**config.mk**
```make
export PLATFORM = sky130hd
export DESIGN_NAME = cdb_arbiter_flat
export DESIGN_NICKNAME = d
export VERILOG_FILES = /design/src/rtl/cdb_arbiter_if.sv /design/src/rtl/cdb_arbiter.sv /design/src/flat_wrapper.sv
export SDC_FILE = /design/constraint.sdc
export NUM_CORES = 1
export LEC_CHECK = 0
export ABC_AREA = 1
export CORE_ASPECT_RATIO = 1.75
export CORE_UTILIZATION = 45
export CTS_CLUSTER_DIAMETER = 60
export DETAILED_ROUTE_END_ITERATION = 7
export GPL_TIMING_DRIVEN = 0
export HOLD_SLACK_MARGIN = 0.03
export PLACE_DENSITY = 0.77
export SYNTH_ARGS = -nofsm -noshare
export SYNTH_HDL_FRONTEND = slang
export SYNTH_SLANG_ARGS = --single-unit
```
**constraint.sdc**
```tcl
create_clock -name clk -period 3 [get_ports clk]
set_input_delay 0.6 -clock clk [delete_from_list [all_inputs] [get_ports clk]]
set_output_delay 0.6 -clock clk [all_outputs]
set_load 0.01 [all_outputs]
```
**src/rtl/cdb_arbiter_if.sv**
```systemverilog
// Common data bus arbiter interface: requester handshake plus the broadcast bus.
// master = requester/consumer side, slave = arbiter side.
interface cdb_arbiter_if #(
  parameter int NUM_REQ = 4,
  parameter int TAG_W   = 4,
  parameter int DATA_W  = 32
);
  localparam int SRC_W = $clog2(NUM_REQ);

  logic                      rdy;
  logic                      clear;
  logic [NUM_REQ-1:0]        req_valid;
  logic [NUM_REQ*TAG_W-1:0]  req_tag;
  logic [NUM_REQ*DATA_W-1:0] req_data;
  logic [NUM_REQ-1:0]        req_ready;
  logic                      cdb_valid;
  logic [TAG_W-1:0]          cdb_tag;
  logic [DATA_W-1:0]         cdb_data;
  logic [SRC_W-1:0]          cdb_src;

  modport master (
    output rdy, clear, req_valid, req_tag, req_data,
    input  req_ready, cdb_valid, cdb_tag, cdb_data, cdb_src
  );

  modport slave (
    input  rdy, clear, req_valid, req_tag, req_data,
    output req_ready, cdb_valid, cdb_tag, cdb_data, cdb_src
  );
endinterface

```
**src/rtl/cdb_arbiter.sv**
```systemverilog
// Round-robin CDB arbiter: one holding slot per execution unit, one (tag, data)
// broadcast per cycle. Optional performance counters are built when the macro
// CDB_PERF_CNT_EN is defined (adds perf_busy / perf_conflict outputs).
module cdb_arbiter #(
  parameter int               NUM_REQ   = 4,
  parameter int               TAG_W     = 4,
  parameter int               DATA_W    = 32,
  parameter logic [TAG_W-1:0] EMPTY_TAG = '0
) (
  input  logic        clk,
  input  logic        rst,
`ifdef CDB_PERF_CNT_EN
  output logic [31:0] perf_busy,
  output logic [31:0] perf_conflict,
`endif
  cdb_arbiter_if.slave bus
);
  localparam int SRC_W = $clog2(NUM_REQ);

  logic [NUM_REQ-1:0]             slot_valid;
  logic [NUM_REQ-1:0][TAG_W-1:0]  slot_tag;
  logic [NUM_REQ-1:0][DATA_W-1:0] slot_data;
  logic [SRC_W-1:0]               rr_ptr;

  logic [NUM_REQ-1:0] grant;
  logic               any_grant;
  logic [SRC_W-1:0]   win_idx;
  logic [NUM_REQ-1:0] accept;

  logic               cdb_valid_q;
  logic [TAG_W-1:0]   cdb_tag_q;
  logic [DATA_W-1:0]  cdb_data_q;
  logic [SRC_W-1:0]   cdb_src_q;

  // Rotating-priority search over full slots, starting at rr_ptr; looks only at
  // slot state so the ready path never loops back through req_valid.
  always_comb begin
    int idx;
    idx       = 0;
    grant     = '0;
    any_grant = 1'b0;
    win_idx   = '0;
    for (int k = 0; k < NUM_REQ; k++) begin
      idx = int'(rr_ptr) + k;
      if (idx >= NUM_REQ) idx = idx - NUM_REQ;
      if (!any_grant && slot_valid[idx]) begin
        grant[idx] = 1'b1;
        any_grant  = 1'b1;
        win_idx    = SRC_W'(idx);
      end
    end
  end

  // A slot can take a new result when empty or when it is being drained now.
  assign bus.req_ready = {NUM_REQ{bus.rdy & ~rst & ~bus.clear}} & (~slot_valid | grant);
  assign accept        = bus.req_valid & bus.req_ready;

  // Slot fill/drain, broadcast registers and round-robin pointer.
  always_ff @(posedge clk) begin
    if (rst) begin
      slot_valid  <= '0;
      rr_ptr      <= '0;
      cdb_valid_q <= 1'b0;
      cdb_tag_q   <= EMPTY_TAG;
      cdb_data_q  <= '0;
      cdb_src_q   <= '0;
    end else if (bus.clear) begin
      slot_valid  <= '0;
      rr_ptr      <= '0;
      cdb_valid_q <= 1'b0;
    end else if (bus.rdy) begin
      for (int i = 0; i < NUM_REQ; i++) begin
        if (accept[i]) begin
          // An EMPTY_TAG result is consumed but never occupies the slot.
          slot_valid[i] <= (bus.req_tag[i*TAG_W +: TAG_W] != EMPTY_TAG);
          slot_tag[i]   <= bus.req_tag[i*TAG_W +: TAG_W];
          slot_data[i]  <= bus.req_data[i*DATA_W +: DATA_W];
        end else if (grant[i]) begin
          slot_valid[i] <= 1'b0;
        end
      end
      cdb_valid_q <= any_grant;
      if (any_grant) begin
        cdb_tag_q  <= slot_tag[win_idx];
        cdb_data_q <= slot_data[win_idx];
        cdb_src_q  <= win_idx;
        rr_ptr     <= (win_idx == SRC_W'(NUM_REQ - 1)) ? '0 : win_idx + 1'b1;
      end
    end
  end

  assign bus.cdb_valid = cdb_valid_q;
  assign bus.cdb_tag   = cdb_tag_q;
  assign bus.cdb_data  = cdb_data_q;
  assign bus.cdb_src   = cdb_src_q;

`ifdef CDB_PERF_CNT_EN
  logic [31:0] busy_q;
  logic [31:0] conflict_q;

  // Utilisation counters: survive clear, freeze on stall, wrap naturally.
  always_ff @(posedge clk) begin
    if (rst) begin
      busy_q     <= '0;
      conflict_q <= '0;
    end else if (bus.rdy) begin
      if (any_grant && !bus.clear) busy_q <= busy_q + 32'd1;
      if ($countones(slot_valid) > 1) conflict_q <= conflict_q + 32'd1;
    end
  end

  assign perf_busy     = busy_q;
  assign perf_conflict = conflict_q;
`endif
endmodule

```
**src/flat_wrapper.sv**
```systemverilog
// flat-port wrapper written by rule: the top's interface ports become plain ports
module cdb_arbiter_flat 
#(
  parameter int               NUM_REQ   = 4,
  parameter int               TAG_W     = 4,
  parameter int               DATA_W    = 32,
  parameter logic [TAG_W-1:0] EMPTY_TAG = '0
)
  (clk, rst, bus_rdy, bus_clear, bus_req_valid, bus_req_tag, bus_req_data, bus_req_ready, bus_cdb_valid, bus_cdb_tag, bus_cdb_data, bus_cdb_src);
  cdb_arbiter_if #(.NUM_REQ(NUM_REQ), .TAG_W(TAG_W), .DATA_W(DATA_W)) bus_i ();
  input  logic clk;
  input  logic rst;
  input wire logic [$bits(bus_i.rdy)-1:0] bus_rdy;
  input wire logic [$bits(bus_i.clear)-1:0] bus_clear;
  input wire logic [$bits(bus_i.req_valid)-1:0] bus_req_valid;
  input wire logic [$bits(bus_i.req_tag)-1:0] bus_req_tag;
  input wire logic [$bits(bus_i.req_data)-1:0] bus_req_data;
  output wire logic [$bits(bus_i.req_ready)-1:0] bus_req_ready;
  output wire logic [$bits(bus_i.cdb_valid)-1:0] bus_cdb_valid;
  output wire logic [$bits(bus_i.cdb_tag)-1:0] bus_cdb_tag;
  output wire logic [$bits(bus_i.cdb_data)-1:0] bus_cdb_data;
  output wire logic [$bits(bus_i.cdb_src)-1:0] bus_cdb_src;
  assign bus_i.rdy = bus_rdy;
  assign bus_i.clear = bus_clear;
  assign bus_i.req_valid = bus_req_valid;
  assign bus_i.req_tag = bus_req_tag;
  assign bus_i.req_data = bus_req_data;
  assign bus_req_ready = bus_i.req_ready;
  assign bus_cdb_valid = bus_i.cdb_valid;
  assign bus_cdb_tag = bus_i.cdb_tag;
  assign bus_cdb_data = bus_i.cdb_data;
  assign bus_cdb_src = bus_i.cdb_src;
  cdb_arbiter #(.NUM_REQ(NUM_REQ), .TAG_W(TAG_W), .DATA_W(DATA_W), .EMPTY_TAG(EMPTY_TAG)) u_core (.clk(clk), .rst(rst), .bus(bus_i));
endmodule
```
==> flow_metrics.py, run 1 <==
metrics = {
    "layout": {
        "nFillCells": 1451,
        "fin_nets": 1183,
        "post-route-util": 0.630,
        "syn_to_final_growth_pct": 37.0,
        "drive_gt1_frac": 0.101,
    },
    "sta": {
        "worst_pin_slew_ns": 0.637,
        "fin_crit_sh": 0.961,
        "maxSlewViolCount": 0,
        "fin_crit_ns": 2.88,
        "slew_headroom": 0.576,
        "setup_tns_ns": 0,
        "max_freq_ghz": 0.347,
        "hold_viol": 0,
        "clock_skew_ns": 0.0101,
        "rsz0062_at_grt": "no",
        "report.final.setup_viol": 0,
    },
    "yosys": {
        "yosysUniqueCellTypes": 26,
        "yosysMostFrequentCell": "nand2_1",
        "synth_area_um2": 8020,
        "ys_top_cells_by_area": "edfxtp_1 (54%), dfxtp_1 (11%), nand2_1 (11%)",
        "netlist_top_cells_count": "nand2_1 (238), edfxtp_1 (144), nor2_1 (96)",
        "synth.avg_cell_area_um2": 9.97,
        "synth_cells": 805,
        "ys_ff_latch": 189,
        "synthFlopType": "edfxtp_1",
        "async_flop_share": 0,
        "synth_top_area_share": 0.539,
        "synth_top_area_cell": "edfxtp_1",
        "syn_nets": 963,
        "ys_seq_area_frac": 0.651,
        "ys_warn_count": 0,
        "synth_edf_count": 144,
    },
    "critical_path": {
        "cp-start-kind": "register",
        "cp_cell_sequence": "clkinvlp_4 > ha_4 > inv_1 > nand2_1 > nand2_1 > nor2_4 > nand3_4 > inv_2 > nand2_1 > nand3_1 > inv_1 > nor2_2 > buf_2",
        "critical_path.top_delay_family": "simple AND/OR/NAND/NOR gates",
        "critPathMaxFanout": 6,
        "cp_slowest_cell": "dfxtp_4",
        "slowest_delay_ns": 0.37,
        "crit_arrival_ns": 2.28,
        "crit_top_cell": "nand2_1",
        "cp_num_buf_inv": 5,
        "endpoint_kind": "primary output",
        "cp.required_ns": 2.40,
        "critPathKind": "register to primary output",
    },
    "global_routing": {
        "gr-total-overflow": 0,
        "grt_pass1_vias": 6505,
        "grt.total_usage": 0.260,
        "grt_max_degree": 26,
        "antenna_found_initial": 1,
        "grt_pass1_wl_um": 34100,
    },
    "floorplanning": {
        "die_h_um": 179,
        "io_pins": 195,
        "fp.dieW_um": 103,
        "num_rows": 64,
        "start_util": 0.460,
        "core_um2": 17500,
        "dieArea_um2": 18400,
    },
    "pwr": {
        "p_leak_nw": 4.42,
        "ir_drop_uv": 357,
        "power_density_nw_per_um2": 528,
    },
    "placed_design": {
        "hpwl_um": 16700,
        "gp_congestion": 0.858,
        "io_buffers": 193,
    },
    "routing": {
        "wirelength_um": 22900,
        "detail_route.iter0.violations": 358,
        "wire_per_inst_um": 18.0,
        "routed_via_density": 5.03,
        "vias": 6395,
        "remaining_drc_errors": 0,
        "drtAntennaViolNets": 0,
        "firstDrtPassIters": 5,
    },
    "cts": {
        "h-tree-depth": 4,
        "cts_inserted_buffers": 17,
        "ctsHoldBuffers": 0,
        "clk_pin_slew_worst_paths_ns": 0.08,
        "cts_root_buffer": "clkbuf_16",
        "cts_tree": "yes",
        "cts_buffer_depth": 2,
        "clkLatencyLatePin_ns": 0.45,
        "clock_sinks": 189,
    },
    "run": {
        "maxCapViolations": 0,
    },
    "outcome": {
        "status": "complete, no violations",
    },
    "worst_hold_path": {
        "min_path_type": "register to register",
    },
}
## path summary, 6_finish.rpt
| kind | slack [ns] | end | cells after the start | start |
|---|---|---|---|---|
| setup reg to reg | 0.36 | u_core.slot_data[49] | 12 | u_core.rr_ptr[1] |
| hold / removal | 0.49 | u_core.bus.cdb_valid | 2 | u_core.bus.cdb_valid |
| setup / recovery | 0.12 | bus_req_ready[3] | 13 | u_core.rr_ptr[1] |
| hold reg to reg | 0.49 | u_core.bus.cdb_valid | 2 | u_core.bus.cdb_valid |
## per-stage QoR
step	cells	worst slack, ns	cell area, um2	power (mW)	hold slack [ns]
floorplan	805	0.0446	8020	3.24	0.488
global placement	1229	-0.941	10200	3.59	0.465
detailed placement	1233	-0.330	10400	3.61	0.462
CTS	1269	0.0102	11000	5.81	0.483
global route	1270	0.00931	11000	5.99	0.499
finish	1271	0.117	11000	5.80	0.485
## report_power, final
part | internal [mW] | switching [mW]
combinational | 0.330 | 0.339
sequential | 2.87 | 0.0220
clock | 1.17 | 1.06
total | 4.38 | 1.42
## cell families after synthesis
logic type / Yosys count / share of synthesized area
simple gates: 480 / 0.265
flops: 189 / 0.651
buf+inv: 112 / 0.0630
compound gates: 18 / 0.0114
fa+ha+maj: 6 / 0.00936
## worst register-to-register path, delay by kind of cell (launching register included)
family,cells,cell delay (ns)
buf+inv,4,0.53
flops,1,0.37
fa+ha+maj,1,0.32
simple gates,7,1.11
## final cells by class
class | count | area, um2 | area share
clock inverters | 15 | 149 | 0.0135
diodes | 2 | 5.00 | 0.000455
multi-input cells | 504 | 2330 | 0.212
plain buffers | 35 | 216 | 0.0197
clock buffers | 17 | 425 | 0.0387
well taps | 231 | 289 | 0.0263
flip-flops and latches | 189 | 5230 | 0.476
inverters | 77 | 295 | 0.0269
repair buffers | 201 | 2040 | 0.186
## sequential cells by signal (all words and copies together) (netlist names), named ones only
register              count
u_core.bus.cdb_data      32
u_core.rr_ptr             1
u_core.bus.cdb_tag        4
u_core.bus.cdb_valid      1
u_core.bus.cdb_src        2
u_core.slot_tag          16
u_core.slot_data        128
u_core.slot_valid         4
## placed cells by master, fill, tap and decap left out, types with 3 or more instances in the layout
cell,Yosys,layout
a21oi_1,12,12
and3_2,0,4
buf_16,0,3
buf_2,14,15
buf_4,12,16
buf_6,3,3
clkbuf_1,5,5
clkbuf_16,0,17
clkbuf_2,0,3
clkdlybuf4s50_1,0,189
dfxtp_1,45,43
edfxtp_1,144,144
ha_1,6,5
inv_1,71,69
inv_2,6,6
inv_6,0,7
nand2_1,238,237
nand2_2,5,6
nand3_1,92,92
nand3_2,4,3
nand3b_1,26,26
nand4_1,6,6
nor2_1,96,93
nor2_4,2,3
o21ai_0,3,3
or4_1,4,4
## repair_timing
action                                  CTS  global route
hold endpoints to repair                  0             0
gates resized for setup                  21             6
buffers inserted                          4             0
pin swaps                                 1             2
endpoints found under the setup margin   89             4
## metal layers
layer,wire [um],vias up,track usage
met5,0,-,0
met4,1260,0,0.172
met3,1030,75,0.0458
met2,12300,252,0.461
met1,8290,2984,0.276
li1,-,3084,-
Note: power is estimated with default switching activity, not from simulation.
==> inputs of run 2 (changes only) <==
Settings changed: CTS_CLUSTER_SIZE set to 30, REMOVE_ABC_BUFFERS set to 1.
==> run 2 against run 1 <==
  * Maximum frequency is 2.2% lower
  * Die area stayed put
  * Critical path depth stayed put
  * Core utilization stayed put
  * Wire length is 1.2% lower
  * Largest power group unchanged
==> flow_metrics.py, run 2 (same netlist as run 1, synthesis figures left out) <==
metrics = {
    "floorplanning": {
        "dieArea_um2": 18400,
        "start_util": 0.460,
        "num_rows": 64,
        "io_pins": 195,
        "core_um2": 17500,
        "fp.dieW_um": 103,
        "die_h_um": 179,
    },
    "routing": {
        "vias": 6311,
        "firstDrtPassIters": 4,
        "drtAntennaViolNets": 0,
        "routed_via_density": 5.06,
        "wirelength_um": 22600,
        "remaining_drc_errors": 0,
        "wire_per_inst_um": 18.1,
        "detail_route.iter0.violations": 363,
    },
    "sta": {
        "clock_skew_ns": 0.00946,
        "rsz0062_at_grt": "yes",
        "fin_crit_ns": 2.95,
        "max_freq_ghz": 0.339,
        "hold_viol": 0,
        "worst_pin_slew_ns": 0.746,
        "fin_crit_sh": 0.983,
        "report.final.setup_viol": 0,
        "slew_headroom": 0.503,
        "setup_tns_ns": 0,
        "maxSlewViolCount": 0,
    },
    "outcome": {
        "status": "complete, no violations",
    },
    "layout": {
        "seq_area_um2": 5230,
        "fin_nets": 1158,
        "post-route-util": 0.630,
        "nFillCells": 1418,
        "final_cell_mix": "nand2_1 (237), clkdlybuf4s50_1 (189), edfxtp_1 (144)",
        "syn_to_final_growth_pct": 37.0,
        "layout_commonest_cell": "nand2_1",
        "multi_input_area_um2": 2400,
        "largest_reg_flops": 128,
        "drive_gt1_frac": 0.0869,
        "regMostFlops": "u_core.slot_data",
    },
    "global_routing": {
        "grt_pass1_vias": 6405,
        "antenna_found_initial": 2,
        "grt.total_usage": 0.248,
        "grt_max_degree": 50,
        "grt_pass1_wl_um": 33100,
        "gr-total-overflow": 0,
    },
    "critical_path": {
        "r2r_slack_ns": 0.14,
        "crit_start": "u_core.rr_ptr[1]",
        "cp-start-kind": "register",
        "r2r_cells": 15,
        "critPathMaxFanout": 6,
        "r2r_end": "u_core.bus.cdb_data[4]",
        "endpoint_kind": "primary output",
        "cp.required_ns": 2.40,
        "crit_arrival_ns": 2.35,
        "critPathKind": "register to primary output",
        "crit_path_end": "bus_req_ready[2]",
    },
    "cts": {
        "ctsHoldBuffers": 0,
        "clock_sinks": 189,
        "clk_pin_slew_worst_paths_ns": 0.08,
        "h-tree-depth": 4,
        "cts_root_buffer": "clkbuf_16",
        "cts_inserted_buffers": 17,
        "cts_buffer_depth": 2,
        "clkLatencyLatePin_ns": 0.43,
        "cts_tree": "yes",
    },
    "pwr": {
        "power.total_mw": 5.98,
        "ir_drop_uv": 325,
        "p_leak_nw": 4.37,
        "power_density_nw_per_um2": 544,
    },
    "placed_design": {
        "gp_congestion": 0.857,
        "io_buffers": 194,
        "hpwl_um": 14500,
    },
    "worst_hold_path": {
        "min_path_type": "register to register",
    },
    "run": {
        "maxCapViolations": 0,
    },
}
[run 2: cell count changes in the layout (fill, tap and decap cells not counted), moves of 3 or more]
cell      delta
nand2_4      +3
clkbuf_1     -5
nand3_2      +3
buf_4        -8
nand2_2      -4
buf_2       -13
inv_6        -3
inv_8        +3
nand3_1      -3
[run 2: metal layers]
| metal | GRT usage | wire [um] |
|---|---|---|
| met1 | 0.265 | 8370 |
| met5 | 0 | 0 |
| met3 | 0.0380 | 964 |
| met2 | 0.456 | 12300 |
| met4 | 0.134 | 929 |
[run 2: worst min-delay path by stage]
stage / from / endpoint / slack [ns] / cells past startpoint
2_1_floorplan: u_core.bus.cdb_valid / u_core.bus.cdb_valid / 0.49 / 2
3_3_place_gp: u_core.bus.cdb_valid / u_core.bus.cdb_valid / 0.46 / 2
3_5_place_dp: u_core.bus.cdb_valid / u_core.bus.cdb_valid / 0.47 / 2
4_1_cts: u_core.bus.cdb_valid / u_core.bus.cdb_valid / 0.48 / 2
5_1_grt: u_core.bus.cdb_valid / u_core.bus.cdb_valid / 0.52 / 2
6_report: u_core.bus.cdb_valid / u_core.bus.cdb_valid / 0.48 / 2
[run 2: through the flow]
step | worst slack, ns | instance area, um2 | hold slack, ns | std cells
floorplan | -1.25 | 7810 | 0.488 | 770
global placement | -3.63 | 10000 | 0.464 | 1195
detailed placement | -1.45 | 10200 | 0.467 | 1202
CTS | 0.00386 | 10900 | 0.481 | 1238
global route | -0.0912 | 11000 | 0.518 | 1246
finish | 0.0518 | 11000 | 0.480 | 1247
[run 2: area by class of cell]
| cell class | instances | area share |
|---|---|---|
| clock buffer | 17 | 0.0387 |
| tap | 231 | 0.0263 |
| clock inverter | 15 | 0.0202 |
| multi-input combinational | 506 | 0.218 |
| timing repair buffer | 209 | 0.192 |
| sequential | 189 | 0.476 |
| antenna | 3 | 0.000683 |
| inverter | 77 | 0.0277 |
[run 2: power by group]
part	total, mW	switching (mW)	internal, mW
combinational	0.632	0.324	0.308
clock	2.46	1.09	1.37
sequential	2.89	0.0214	2.87
total	5.98	1.43	4.54
[run 2: timing repair]
item,4_1_cts,5_1_grt
setup endpoints to repair,187,22
pin swaps,3,2
cloned,1,1
resized for setup,31,10
setup buffers,3,5
[run 2: worst max-delay path: stages (launching register included)]
cell and delay [ns]:
dfxtp_4 0.39, clkinvlp_4 0.12, ha_4 0.31, inv_1 0.06, nand2_1 0.06, nand2_1 0.08, nor2_4 0.17, nand3_4 0.11
inv_2 0.09, nand2_1 0.06, nand3_2 0.09, inv_1 0.06, nor2_1 0.08, clkdlybuf4s15_2 0.23
==> inputs of run 3 (changes only) <==
Settings changed: CORE_UTILIZATION 45 to 50, PLACE_DENSITY 0.77 to 0.81.
Clock period 3 ns to 3.2 ns, I/O delays scaled along.
==> run 3 against run 2 <==
  * Clock skew is 0.0021 ns higher
  * Global-route usage is 1.8 points higher
  * Clock-buffer cell count stayed put
  * Power is 9.7% lower
  * Hold slack better by 0.056 ns
  * The flow now finishes with violations (DRC)
==> flow_metrics.py, run 3 (same netlist as run 1, synthesis figures left out) <==
metrics = {
    "critical_path": {
        "crit_arrival_ns": 2.44,
        "cp-start-kind": "register",
        "critPathMaxFanout": 6,
        "cp_slowest_cell": "dfxtp_4",
        "cp.required_ns": 2.56,
        "crit_top_cell": "nand2_1",
        "cp_num_buf_inv": 5,
        "cp_cell_sequence": "clkinvlp_4 > ha_4 > inv_1 > nand2_1 > nand2_1 > nor2_4 > nand3_4 > inv_2 > nand2_1 > nand3_2 > inv_1 > nor2_1 > dlygate4sd2_1",
        "endpoint_kind": "primary output",
        "slowest_delay_ns": 0.39,
        "critPathKind": "register to primary output",
        "critical_path.top_delay_family": "simple AND/OR/NAND/NOR gates",
    },
    "layout": {
        "regMostFlops": "u_core.slot_data",
        "final_area_um2": 10900,
        "final_cell_mix": "nand2_1 (237), clkdlybuf4s50_1 (189), edfxtp_1 (144)",
        "drive_gt1_frac": 0.0802,
        "nFillCells": 1131,
        "fin_nets": 1155,
        "largest_reg_flops": 128,
        "syn_to_final_growth_pct": 35.4,
        "layout_commonest_cell": "nand2_1",
    },
    "routing": {
        "firstDrtPassIters": 7,
        "remaining_drc_errors": 13,
        "wirelength_um": 22100,
        "detail_route.iter0.violations": 371,
        "vias": 6394,
        "drtAntennaViolNets": 0,
        "wire_per_inst_um": 18.4,
        "routed_via_density": 5.33,
    },
    "cts": {
        "cts_tree": "yes",
        "cts_buffer_depth": 2,
        "clock_sinks": 189,
        "clk_pin_slew_worst_paths_ns": 0.08,
        "clkLatencyLatePin_ns": 0.42,
        "ctsHoldBuffers": 0,
        "h-tree-depth": 4,
        "cts_root_buffer": "clkbuf_16",
        "cts_inserted_buffers": 17,
    },
    "sta": {
        "slew_headroom": 0.515,
        "clock_skew_ns": 0.0116,
        "max_freq_ghz": 0.325,
        "report.final.setup_viol": 0,
        "fin_crit_ns": 3.08,
        "maxSlewViolCount": 0,
        "hold_viol": 0,
        "worst_pin_slew_ns": 0.726,
        "setup_tns_ns": 0,
        "fin_crit_sh": 0.962,
        "rsz0062_at_grt": "no",
        "timing.final.ws_setup_ns": 0.122,
    },
    "global_routing": {
        "antenna_found_initial": 3,
        "gr-total-overflow": 0,
        "grt_max_degree": 75,
        "grt_pass1_vias": 6328,
        "grt_pass1_wl_um": 32800,
        "grt.total_usage": 0.266,
    },
    "placed_design": {
        "gp_congestion": 0.877,
        "dp_slack_ns": -1.16,
        "io_buffers": 194,
        "dpl_cell_area_um2": 10100,
        "hpwl_um": 14400,
    },
    "floorplanning": {
        "dieArea_um2": 16600,
        "die_h_um": 170,
        "io_pins": 195,
        "num_rows": 60,
        "core_um2": 15500,
        "fp.dieW_um": 97.8,
        "start_util": 0.516,
    },
    "run": {
        "maxCapViolations": 0,
    },
    "pwr": {
        "power.total_mw": 5.40,
        "p_leak_nw": 4.35,
        "power_density_nw_per_um2": 497,
        "ir_drop_uv": 351,
    },
    "worst_hold_path": {
        "min_path_type": "register to register",
    },
    "outcome": {
        "status": "finished with violations",
        "violations": "DRC",
    },
}
[run 3: changes by cell type in the layout (fill, tap and decap cells not counted), sizes merged]
cell | before | now
buf | 17 | 14
bufinv | 3 | 0
clkbuf | 19 | 18
clkinv | 3 | 5
clkinvlp | 3 | 2
dlygate4sd2 | 0 | 2
inv | 83 | 85
nor2 | 99 | 98
[run 3: layout make-up]
type	instances	area (um2)	area share
diodes	3	7.51	0.000691
multi-input cells	505	2380	0.219
repair buffers	207	2110	0.195
flip-flops and latches	189	5230	0.482
clock buffers	17	425	0.0392
inverters	77	300	0.0276
well taps	186	233	0.0214
clock inverters	15	166	0.0153
[run 3: through the flow]
step / instances / hold WS [ns] / utilization
after detailed placement: 1157 / 0.492 / 0.652
after global placement: 1150 / 0.471 / 0.642
after CTS: 1191 / 0.506 / 0.694
after global routing: 1199 / 0.554 / 0.699
after floorplan: 770 / 0.488 / -
final: 1199 / 0.537 / 0.699
[run 3: what timing repair did]
action,4_1_cts,5_1_grt
buffers inserted,2,4
endpoints found under the setup margin,187,31
cloned,0,1
resized for setup,22,11
pin swaps,2,1
[run 3: worst register-to-register path, cell delays in order, from the launching register on]
cell and delay, ns:
dfxtp_4 0.37, inv_2 0.16, ha_4 0.25, inv_1 0.09, nand3_1 0.10, nand2_2 0.13, nand2_1 0.08, nor2_1 0.17
nand3_1 0.13, nand2_2 0.39, nand2_2 0.36, inv_2 0.33, nand2_1 0.09, nand3_1 0.09, nand2_1 0.06, inv_1 0.06
[run 3: power breakdown]
part / switching, mW / internal (mW) / leakage, nW / total (mW)
Sequential: 0.0197 / 2.69 / 1.67 / 2.71
Clock: 1.04 / 1.06 / 0.288 / 2.10
Combinational: 0.304 / 0.286 / 2.39 / 0.590
[run 3: path summary, 6_finish.rpt]
check                             from                      to  slack, ns  depth (start not counted)
setup reg to reg              register  u_core.bus.cdb_data[3]       0.29                         15
setup / recovery      u_core.rr_ptr[1]        bus_req_ready[3]       0.12                         13
hold reg to reg   u_core.bus.cdb_valid    u_core.bus.cdb_valid       0.54                          2
hold / removal    u_core.bus.cdb_valid    u_core.bus.cdb_valid       0.54                          2
[run 3: layer usage]
| metal | vias up | global-route usage | wire, um |
|---|---|---|---|
| met1 | 3017 | 0.276 | 7620 |
| met4 | 0 | 0.147 | 936 |
| met5 | - | 0 | 0 |
| met3 | 58 | 0.0416 | 1100 |
| met2 | 284 | 0.507 | 12500 |
| li1 | 3035 | - | - |
